**src/rtl/mem_wb_regfile_if.sv**
```systemverilog
// rtl/mem_wb_regfile_if.sv - memory-stage to write-back bus, read ports and status
// Purpose: bundles every non-clock/reset signal of mem_wb_regfile.
//   master : driven by the pipeline (memory stage, hazard control, decode reads)
//   slave  : the write-back stage / register file
// Signals:
//   mem_out_data, mem_rd, mem_reg_write, mem_valid : incoming memory-stage result
//   stall, flush                                   : MEM/WB latch control
//   rs_addr, rt_addr / rs_data, rt_data            : two combinational read ports
//   wb_data, wb_rd, wb_reg_write                   : latched write-back bus for forwarding
//   retire_count                                   : committed register writes since reset
interface mem_wb_regfile_if #(
  parameter int DATA_W = 32,
  parameter int ADDR_W = 5,
  parameter int CNT_W  = 32
);
  logic [DATA_W-1:0] mem_out_data;
  logic [ADDR_W-1:0] mem_rd;
  logic              mem_reg_write;
  logic              mem_valid;
  logic              stall;
  logic              flush;
  logic [ADDR_W-1:0] rs_addr;
  logic [ADDR_W-1:0] rt_addr;
  logic [DATA_W-1:0] rs_data;
  logic [DATA_W-1:0] rt_data;
  logic [DATA_W-1:0] wb_data;
  logic [ADDR_W-1:0] wb_rd;
  logic              wb_reg_write;
  logic [CNT_W-1:0]  retire_count;

  modport master (
    output mem_out_data, mem_rd, mem_reg_write, mem_valid, stall, flush, rs_addr, rt_addr,
    input  rs_data, rt_data, wb_data, wb_rd, wb_reg_write, retire_count
  );

  modport slave (
    input  mem_out_data, mem_rd, mem_reg_write, mem_valid, stall, flush, rs_addr, rt_addr,
    output rs_data, rt_data, wb_data, wb_rd, wb_reg_write, retire_count
  );
endinterface

```
**src/rtl/mem_wb_regfile.sv**
```systemverilog
// rtl/mem_wb_regfile.sv - MEM/WB pipeline latch with 2R/1W register file and retire counter
// Purpose: latches the memory-stage result, commits it to the register file one edge later,
//   exposes the latched bus for forwarding and counts committed writes.
// Ports:
//   clk   : rising-edge clock
//   reset : asynchronous, active-high; clears latch, register array and counter
//   bus   : mem_wb_regfile_if.slave (see interface file for the signal list)
// Optional feature: define WB_BYPASS_EN to let the read ports see the value being
//   committed in the same cycle; otherwise reads return the array contents only.
module mem_wb_regfile #(
  parameter int DATA_W = 32,
  parameter int ADDR_W = 5,
  parameter int CNT_W  = 32
) (
  input  logic clk,
  input  logic reset,
  mem_wb_regfile_if.slave bus
);
  localparam int DEPTH = 1 << ADDR_W;

  logic [DATA_W-1:0] regs [DEPTH];

  logic [DATA_W-1:0] wb_data_q;
  logic [ADDR_W-1:0] wb_rd_q;
  logic              wb_we_q;
  logic              wb_valid_q;
  logic              wb_done_q;
  logic [CNT_W-1:0]  retire_q;
  logic              commit;

  // wb_done marks a held (stalled) entry that has already been written, so a long
  // stall commits and counts it exactly once.
  assign commit = wb_valid_q & wb_we_q & (wb_rd_q != '0) & ~wb_done_q;

  // MEM/WB latch: flush beats stall; flush only squashes the incoming instruction,
  // the pre-edge entry still commits through the register-file process below.
  always_ff @(posedge clk or posedge reset) begin
    if (reset) begin
      wb_data_q  <= '0;
      wb_rd_q    <= '0;
      wb_we_q    <= 1'b0;
      wb_valid_q <= 1'b0;
      wb_done_q  <= 1'b0;
    end else if (bus.flush) begin
      wb_data_q  <= '0;
      wb_rd_q    <= '0;
      wb_we_q    <= 1'b0;
      wb_valid_q <= 1'b0;
      wb_done_q  <= 1'b0;
    end else if (bus.stall) begin
      if (commit) begin
        wb_done_q <= 1'b1;
      end
    end else begin
      wb_data_q  <= bus.mem_out_data;
      wb_rd_q    <= bus.mem_rd;
      wb_we_q    <= bus.mem_reg_write;
      wb_valid_q <= bus.mem_valid;
      wb_done_q  <= 1'b0;
    end
  end

  // Register array and retire counter; index 0 is never written because commit
  // already excludes wb_rd == 0.
  always_ff @(posedge clk or posedge reset) begin
    if (reset) begin
      for (int i = 0; i < DEPTH; i++) begin
        regs[i] <= '0;
      end
      retire_q <= '0;
    end else if (commit) begin
      regs[wb_rd_q] <= wb_data_q;
      retire_q      <= retire_q + CNT_W'(1);
    end
  end

  always_comb begin
    bus.rs_data = '0;
    bus.rt_data = '0;
    if (bus.rs_addr != '0) begin
      bus.rs_data = regs[bus.rs_addr];
    end
    if (bus.rt_addr != '0) begin
      bus.rt_data = regs[bus.rt_addr];
    end
`ifdef WB_BYPASS_EN
    // commit implies wb_rd != 0, so register 0 still reads as zero
    if (commit && (bus.rs_addr == wb_rd_q)) begin
      bus.rs_data = wb_data_q;
    end
    if (commit && (bus.rt_addr == wb_rd_q)) begin
      bus.rt_data = wb_data_q;
    end
`else
`endif
  end

  assign bus.wb_data      = wb_data_q;
  assign bus.wb_rd        = wb_rd_q;
  assign bus.wb_reg_write = commit;
  assign bus.retire_count = retire_q;

endmodule

```
**src/flat_wrapper.sv**
```systemverilog
// flat-port wrapper written by rule: the top's interface ports become plain ports
module mem_wb_regfile_flat 
#(
  parameter int DATA_W = 32,
  parameter int ADDR_W = 5,
  parameter int CNT_W  = 32
)
  (clk, reset, bus_mem_out_data, bus_mem_rd, bus_mem_reg_write, bus_mem_valid, bus_stall, bus_flush, bus_rs_addr, bus_rt_addr, bus_rs_data, bus_rt_data, bus_wb_data, bus_wb_rd, bus_wb_reg_write, bus_retire_count);
  mem_wb_regfile_if #(.DATA_W(DATA_W), .ADDR_W(ADDR_W), .CNT_W(CNT_W)) bus_i ();
  input  logic clk;
  input  logic reset;
  input wire logic [$bits(bus_i.mem_out_data)-1:0] bus_mem_out_data;
  input wire logic [$bits(bus_i.mem_rd)-1:0] bus_mem_rd;
  input wire logic [$bits(bus_i.mem_reg_write)-1:0] bus_mem_reg_write;
  input wire logic [$bits(bus_i.mem_valid)-1:0] bus_mem_valid;
  input wire logic [$bits(bus_i.stall)-1:0] bus_stall;
  input wire logic [$bits(bus_i.flush)-1:0] bus_flush;
  input wire logic [$bits(bus_i.rs_addr)-1:0] bus_rs_addr;
  input wire logic [$bits(bus_i.rt_addr)-1:0] bus_rt_addr;
  output wire logic [$bits(bus_i.rs_data)-1:0] bus_rs_data;
  output wire logic [$bits(bus_i.rt_data)-1:0] bus_rt_data;
  output wire logic [$bits(bus_i.wb_data)-1:0] bus_wb_data;
  output wire logic [$bits(bus_i.wb_rd)-1:0] bus_wb_rd;
  output wire logic [$bits(bus_i.wb_reg_write)-1:0] bus_wb_reg_write;
  output wire logic [$bits(bus_i.retire_count)-1:0] bus_retire_count;
  assign bus_i.mem_out_data = bus_mem_out_data;
  assign bus_i.mem_rd = bus_mem_rd;
  assign bus_i.mem_reg_write = bus_mem_reg_write;
  assign bus_i.mem_valid = bus_mem_valid;
  assign bus_i.stall = bus_stall;
  assign bus_i.flush = bus_flush;
  assign bus_i.rs_addr = bus_rs_addr;
  assign bus_i.rt_addr = bus_rt_addr;
  assign bus_rs_data = bus_i.rs_data;
  assign bus_rt_data = bus_i.rt_data;
  assign bus_wb_data = bus_i.wb_data;
  assign bus_wb_rd = bus_i.wb_rd;
  assign bus_wb_reg_write = bus_i.wb_reg_write;
  assign bus_retire_count = bus_i.retire_count;
  mem_wb_regfile #(.DATA_W(DATA_W), .ADDR_W(ADDR_W), .CNT_W(CNT_W)) u_core (.clk(clk), .reset(reset), .bus(bus_i));
endmodule
```
**config.mk**
```make
export PLATFORM = sky130hd
export DESIGN_NAME = mem_wb_regfile_flat
export DESIGN_NICKNAME = d
export VERILOG_FILES = /design/src/rtl/mem_wb_regfile_if.sv /design/src/rtl/mem_wb_regfile.sv /design/src/flat_wrapper.sv
export SDC_FILE = /design/constraint.sdc
export NUM_CORES = 2
export LEC_CHECK = 0
export ABC_AREA = 1
export CAP_MARGIN = 10
export CORE_MARGIN = 3
export CORE_UTILIZATION = 23
export DETAILED_ROUTE_END_ITERATION = 6
export PLACE_DENSITY = 0.39
export SYNTH_ARGS = -nofsm -noshare
export SYNTH_HDL_FRONTEND = slang
export SYNTH_SLANG_ARGS = --single-unit
```
**constraint.sdc**
```tcl
create_clock -name clk -period 59.2 [get_ports clk]
set_input_delay 8.88 -clock clk [delete_from_list [all_inputs] [get_ports clk]]
set_output_delay 8.88 -clock clk [all_outputs]
set_load 0.01 [all_outputs]
```
==> flow_summary_export.csv <==
group,metric,value,unit
global_routing,grt_usage,23.6,%
sta,tightestPinTransition,1.24,ns
critical_path,reg2reg_depth,10,
cts,cts_max_level,4,
sta,tns,0,ns
power_and_ir_drop,powerDensity,27.0,nW/um^2
die,fp.dieW,523,um
worst_hold_path,hold_depth,0,
global_routing,grt_pass1_wl,469000,um
critical_path,end_kind,"primary output",
sta,max_slew_margin,17.3,%
critical_path,cp-start-kind,"input port",
layout,final_layout_size_suffix_gt1_share,4.67,%
sta,clock_skew,0.0330,ns
sta,hold_viol,0,
placed_design,post_dp_cell_area,65900,um^2
sta,final_max_slew_viol_count,0,
critical_path,cp.required,50.32,ns
logic_synthesis,synth_cell_types,26,
power_and_ir_drop,leakage,31.9,nW
cts,clockBufferDepth,3,
cts,clock_sinks,1096,
power_and_ir_drop,power,0.00191,W
cts,cts_tree,"yes",
routing,vias,63300,
cts,cts_made_buffers,140,
critical_path,arrival,14.67,ns
placed_design,dpl.hpwl,172000,um
cts,cts_hold_buf,0,
sta,fmax,0.0425,GHz
cts,postCtsResizedCells,0,
routing,drt-initial-drc-count,7421,
power_and_ir_drop,irDropWorstVdd,0.0233,mV
layout,n_fill_cell,29300,
critical_path,slowest_delay,0.99,ns
critical_path,reg2reg_slack,53.51,ns
sta,setup_violations,0,
critical_path,cp_common_cell,"nand2_1",
die,num_rows,189,
routing,wl,329000,um
routing,avgViaCountPerCell,5.09,
logic_synthesis,seq_area_frac_synth,44.7,%
logic_synthesis,syn_area,61400,um^2
die,die_h,523,um
global_routing,antenna_found_initial,14,
die,initial_core_util,23.1,%
sta,period_share,39.8,%
logic_synthesis,synth_fp_nets,9186,
critical_path,r2r-end,"u_core.regs[503]",
logic_synthesis,syn_area_per_cell,6.72,um^2
cts,post-cts-setup-buffers,0,
cts,clockRootBuffer,"clkbuf_16",
placed_design,place.gp.congestion,0.812,
placed_design,numPortBuffers,186,
critical_path,cp_slowest_cell,"buf_4",
sta,period_needed,23.55,ns
worst_hold_path,hp-class,"register to register",
run_status,status,"finished clean",
layout,design_area,70700,um^2
routing,drc,0,
routing,wire_per_inst,26.5,um
global_routing,first_global_vias,60700,
critical_path,critPathMaxFanout,129,
critical_path,reg2reg_from,"u_core.bus.wb_rd[2]",
critical_path,path_cells,"buf_8 -> buf_4 -> buf_4 -> buf_4 -> nand2_1 -> nand3_1 -> nand3_1 -> nand2_1 -> nand2_1 -> nand3_1 -> nand2_1 -> nor2_1 -> clkdlybuf4s50_1",
routing,drtAntennaViolNets,0,
sta,rsz0062_at_grt,"false",
worst_hold_path,hp-start,"u_core.regs[1010]",
die,coreArea,265000,um^2
logic_synthesis,ys_warn_count,0,
die,io_pins,187,
logic_synthesis,syn_inst,9132,
layout,syn2layout_area_growth,15.2,%
logic_synthesis,synth_seq_cells,1096,
global_routing,grt_max_degree,175,
job,max-cap-violations,0,
layout,fin_nets,8830,
worst_hold_path,min_to,"u_core.regs[1010]",
routing,firstDrtPassIters,6,
global_routing,grt_overflow,0,
cts,cts.clk_slew.worst_paths,0.06,ns
critical_path,worst-setup-path-type,"input port to primary output",
die,die_area,273000,um^2
cts,clkLatencyLatePin,0.82,ns
==> routing by layer <==
| layer | vias up | share of wire (%) | GRT usage (%) |
|---|---|---|---|
| met2 | 2863 | 45 | 37.6 |
| met5 | - | 0 | 0 |
| met1 | 31100 | 44 | 32.1 |
| li1 | 28700 | - | - |
| met3 | 568 | 7.3 | 3.84 |
| met4 | 0 | 3.7 | 8.41 |
==> critical path: cells and delay by family <==
kind | cells | cell delay, ns
buffers and inverters | 5 | 4.17
AND/OR/NAND/NOR | 8 | 1.37
==> worst max path at each step <==
stage	endpoint	from
after CTS	bus_rt_data[0]	bus_rt_addr[0]
after floorplan	u_core.bus.retire_count[0]	reset
after global placement	bus_rt_data[0]	bus_rt_addr[0]
after global routing	bus_rt_data[0]	bus_rt_addr[0]
final	bus_rt_data[0]	bus_rt_addr[0]
after detailed placement	bus_rt_data[0]	bus_rt_addr[0]
==> power breakdown <==
| group | switching [W] | leakage [nW] | internal, W |
|---|---|---|---|
| logic | 0.000170 | 14.4 | 0.0000527 |
| registers | 0.0000174 | 15.3 | 0.000760 |
| clock network | 0.000370 | 2.33 | 0.000537 |
==> cell families after synthesis <==
logic type               Yosys count  synth area share, %
AO/OA/AOI/OAI                   1234                 10.2
buffers and inverters            991                 6.38
flip-flops                      1096                 44.7
XOR/XNOR                          17                0.243
AND/OR/NAND/NOR                 5793                 38.5
adder cells (fa/ha/maj)            1               0.0204
==> cell usage after synthesis <==
cell type | n | share of area [%]
nand3_1 | 1418 | 12
buf_2 | 155 | 1.3
nor2_1 | 369 | 2.3
inv_2 | 4 | 0.024
inv_1 | 174 | 1.1
nor2_2 | 5 | 0.051
ha_1 | 1 | 0.020
clkbuf_1 | 577 | 3.5
nand2_2 | 1 | 0.010
xor2_1 | 16 | 0.23
o21ai_0 | 1050 | 8.6
nand3_2 | 1 | 0.016
o211ai_1 | 34 | 0.42
dfrtp_1 | 1096 | 45
nand3b_1 | 7 | 0.086
clkbuf_2 | 1 | 0.0081
clkinv_1 | 1 | 0.0061
nor3_2 | 3 | 0.049
buf_1 | 78 | 0.48
nor3_1 | 17 | 0.14
xnor2_1 | 1 | 0.014
buf_4 | 1 | 0.012
o21ai_1 | 40 | 0.33
nand4_1 | 7 | 0.071
a21oi_1 | 110 | 0.90
nand2_1 | 3965 | 24
==> layout make-up <==
| type | count | area, um^2 | area share [%] |
|---|---|---|---|
| Tap cell | 3533 | 4420 | 6.25 |
| Antenna cell | 12 | 30.0 | 0.0425 |
| Multi-Input combinational cell | 7045 | 30400 | 43.0 |
| Clock inverter | 33 | 427 | 0.604 |
| Clock buffer | 215 | 4300 | 6.08 |
| Inverter | 179 | 729 | 1.03 |
| Sequential cell | 1096 | 27400 | 38.8 |
| Timing Repair Buffer | 314 | 2980 | 4.22 |
==> sequential cells by signal, indices dropped and copies added (netlist names) <==
| signal | count |
|---|---|
| u_core.wb_done_q | 1 |
| u_core.bus.wb_data | 32 |
| u_core.wb_valid_q | 1 |
| u_core.wb_we_q | 1 |
| u_core.regs | 1024 |
| u_core.bus.wb_rd | 5 |
| u_core.bus.retire_count | 32 |
==> per-stage QoR <==
| step | util [%] | setup WS, ns | cells | hold slack [ns] |
|---|---|---|---|---|
| after floorplan | - | 19.46 | 9132 | 0.451 |
| after global placement | 24.8 | 35.71 | 12200 | 0.386 |
| after detailed placement | 24.9 | 35.78 | 12200 | 0.390 |
| after CTS | 26.6 | 35.76 | 12400 | 0.403 |
| after global routing | 26.6 | 35.54 | 12400 | 0.410 |
| final | 26.6 | 35.65 | 12400 | 0.399 |
==> layout by cell type (no fill, tap or decap), drive strengths merged <==
| master | instances |
|---|---|
| a21oi | 110 |
| buf | 138 |
| bufinv | 9 |
| clkbuf | 215 |
| clkdlybuf4s50 | 176 |
| clkinv | 17 |
| clkinvlp | 1 |
| dfrtp | 1096 |
| diode | 12 |
| ha | 1 |
| inv | 185 |
| nand2 | 3966 |
| nand3 | 1419 |
| nand3b | 7 |
| nand4 | 7 |
| nor2 | 374 |
| nor3 | 20 |
| o211ai | 34 |
| o21ai | 1090 |
| xnor2 | 1 |
| xor2 | 16 |
(Power assumes the default switching activity.)
==> RTL edit (same flow settings) <==
`CNT_W` is set to 32 in 3 places; all go to 48.
--- a/src/rtl/mem_wb_regfile_if.sv
+++ b/src/rtl/mem_wb_regfile_if.sv
@@ -11,7 +11,7 @@
 interface mem_wb_regfile_if #(
   parameter int DATA_W = 32,
   parameter int ADDR_W = 5,
-  parameter int CNT_W  = 32
+  parameter int CNT_W  = 48
 );
   logic [DATA_W-1:0] mem_out_data;
   logic [ADDR_W-1:0] mem_rd;
--- a/src/rtl/mem_wb_regfile.sv
+++ b/src/rtl/mem_wb_regfile.sv
@@ -10,7 +10,7 @@
 module mem_wb_regfile #(
   parameter int DATA_W = 32,
   parameter int ADDR_W = 5,
-  parameter int CNT_W  = 32
+  parameter int CNT_W  = 48
 ) (
   input  logic clk,
   input  logic reset,
--- a/src/flat_wrapper.sv
+++ b/src/flat_wrapper.sv
@@ -3,7 +3,7 @@
 #(
   parameter int DATA_W = 32,
   parameter int ADDR_W = 5,
-  parameter int CNT_W  = 32
+  parameter int CNT_W  = 48
 )
   (clk, reset, bus_mem_out_data, bus_mem_rd, bus_mem_reg_write, bus_mem_valid, bus_stall, bus_flush, bus_rs_addr, bus_rt_addr, bus_rs_data, bus_rt_data, bus_wb_data, bus_wb_rd, bus_wb_reg_write, bus_retire_count);
   mem_wb_regfile_if #(.DATA_W(DATA_W), .ADDR_W(ADDR_W), .CNT_W(CNT_W)) bus_i ();
Ports: changed (resized bus_retire_count); port bits go from 187 to 203. The function was not compared with the original's and may differ.
==> RTL edit against the original RTL <==
Sequential cell count up 16. Area after synthesis down 0.73%. Via count down 3.6%. Sequential power up 3%. Fmax up 2.9%. Setup slack better by 650 ps. Design area down 0.20%. Worst hold slack worse by 2.6 ps. Critical path depth up 1. Wire length down 9.3%. Total power up 1.4%. Largest cell class unchanged.
==> RTL edit: results (changes against the original RTL) <==
| Item | Value | Delta |
|---|---|---|
| Total detailed-routing wirelength | 299,000 um | -9.3% |
| Outcome | finished clean |  |
| Count of cells along the worst hold path | 0 | unchanged |
| Total Routing Usage GR | 21.6% | -2.0 points |
| Proportion of layout cells with a drive suffix above 1 | 4.79% | +0.11 points |
| Hold worst-path end | u_core.regs[1002] |  |
| Leading cell types by count after synthesis | 3,416 x sky130_fd_sc_hd__nand2_1, 1,435 x sky130_fd_sc_hd__nand3_1, 1,112 x sky130_fd_sc_hd__dfrtp_1 |  |
| Async set-reset flop share out of synthesis | 100% | unchanged |
| Number of filler instances in the final layout | 28,900 | -1.3% |
| Worst vdd rail ir drop | 0.0212 mV | -9.0% |
| Slowest cell on the critical path | sky130_fd_sc_hd__buf_4 |  |
| Number of gates given a new drive strength after cts | 0 | unchanged |
| Final Skew | 30.2 ps | -2.86 ps |
| Biggest register | u_core.regs |  |
| Area post-placement | 65,800 sq um | -0.24% |
| Number of port buffers | 202 | +8.6% |
| Dominant synthesized flop cell | sky130_fd_sc_hd__dfrtp_1 |  |
| H-Tree Level Count | 4 | unchanged |
| Wire length of the first global-routing pass | 435,000 um | -7.3% |
| Static leakage power | 31.2 nW | -2.3% |
| Largest net degree at the start of global routing | 181 | +3.4% |
| Root Driver | sky130_fd_sc_hd__clkbuf_16 |  |
| Proportion of synthesized chip area in sequential cells | 45.7% | +0.98 points |
| Net count after synthesis | 8,971 | -2.3% |
| Buffers from clock root to sink, at most | 3 | unchanged |
| Measured slew at the worst slew-check pin | 1220 ps | -20.2 ps |
| Number of flip-flops in the largest register | 1,024 | unchanged |
| Type of the worst min-delay path | reg2reg |  |
| Worst reg2reg path startpoint | u_core.bus.wb_rd[2] |  |
| Reg clk slew, reported paths | 50 ps |  |
| Highest net fanout along the worst path | 121 | -6.2% |
| Worst Hold Launch | u_core.regs[1002] |  |
| Cell types occupying the most area after synthesis | sky130_fd_sc_hd__dfrtp_1 46%, sky130_fd_sc_hd__nand2_1 21%, sky130_fd_sc_hd__nand3_1 12% |  |
| Setup Fix Bufs, Post-CTS | 0 | unchanged |
| Delay of the slowest cell on the worst path | 800 ps | -190 ps |
| Cell count of the worst reg-to-reg path | 7 | -3 |
| Hpwl dp | 165,000 um | -4.5% |
| Data arrival at the endpoint of the critical path | 14,020 ps | -650 ps |
| Yosys cell types | 26 | unchanged |
| Setup slack of the most critical reg-to-reg path | 55,160 ps | +1650 ps |
| Clock Latency Late Sink | 810 ps |  |
| Number of detailed-routing iterations run before antenna repair | 7 | +1 |
| Final layout net count | 8,681 | -1.7% |
| Yosys warnings | 0 | unchanged |
| Antenna violations before repair | 8 | -6 |
| Starting DRC count in detailed routing | 6,533 | -12% |
| Vias per inst | 4.98 | -2.2% |
| Via count of the first global-routing pass | 59,400 | -2.2% |
| R2r endpoint | u_core.regs[408] |  |
| Global placer's final weighted congestion | 0.794 | -2.2% |
| Number of CTS-inserted buffers | 142 | +1.4% |
[RTL edit: how the worst max path moves through the flow]
| stage | start | end | slack (ps) | cells past startpoint |
|---|---|---|---|---|
| after floorplan | reset | u_core.bus.retire_count[0] | 19010 | 1 |
| after global placement | bus_rt_addr[0] | bus_rt_data[19] | 36310 | 14 |
| after detailed placement | bus_rt_addr[0] | bus_rt_data[17] | 36390 | 14 |
| after CTS | bus_rt_addr[0] | bus_rt_data[19] | 36380 | 14 |
| after global routing | bus_rt_addr[0] | bus_rt_data[19] | 36030 | 14 |
| final | bus_rt_addr[0] | bus_rt_data[17] | 36300 | 14 |
[RTL edit: area by class of cell]
type	count	share of cell area, %
multi-input cells	6841	42.0
flip-flops and latches	1112	39.4
clock buffers	217	6.23
well taps	3515	6.23
repair buffers	328	4.34
inverters	202	1.17
clock inverters	33	0.520
diodes	3	0.0106
[RTL edit: logic make-up after synthesis]
| family | synth area share, % |
|---|---|
| adders and majority gates | 0.0205 |
| DFF | 45.7 |
| xor gates and xnor gates | 0.359 |
| AOI/OAI and AO/OA | 10.9 |
| buffers and inverters | 6.06 |
| and+or+nand+nor | 37.0 |
[RTL edit: worst max-delay path, delay by kind of cell]
family                 cells  cell delay, ps
buffers and inverters      6            3670
and+or+nand+nor            8            1230
[RTL edit: power breakdown]
group / leakage [nW] / switching (mW) / internal [mW] / total [mW]
Sequential: 15.5 / 0.0194 / 0.779 / 0.798
Clock: 2.37 / 0.366 / 0.540 / 0.906
Combinational: 13.4 / 0.170 / 0.0593 / 0.229
Total: 31.2 / 0.555 / 1.38 / 1.93
[RTL edit: metrics by stage]
stage               utilization (%)  hold WS [ps]  power, mW  worst slack [ps]  std cells
floorplan                         -           451      0.936             19010       8917
global placement               25.0           386       1.04             36310      12000
detailed placement             25.0           388       1.04             36390      12000
CTS                            26.8           400       1.96             36380      12200
global route                   26.8           412       2.01             36030      12200
finish                         26.8           397       1.93             36300      12300
[RTL edit: per-layer routing]
metal  up-vias  wire length (um)  GRT usage [%]  part of all wire, %
met3       479             16500           2.65                  5.5
met4         0             11200           7.81                  3.8
met2      2341            140000           35.8                   47
met1     29800            131000           28.7                   44
met5         -                 0              0                    0
li1      28300                 -              -                    -
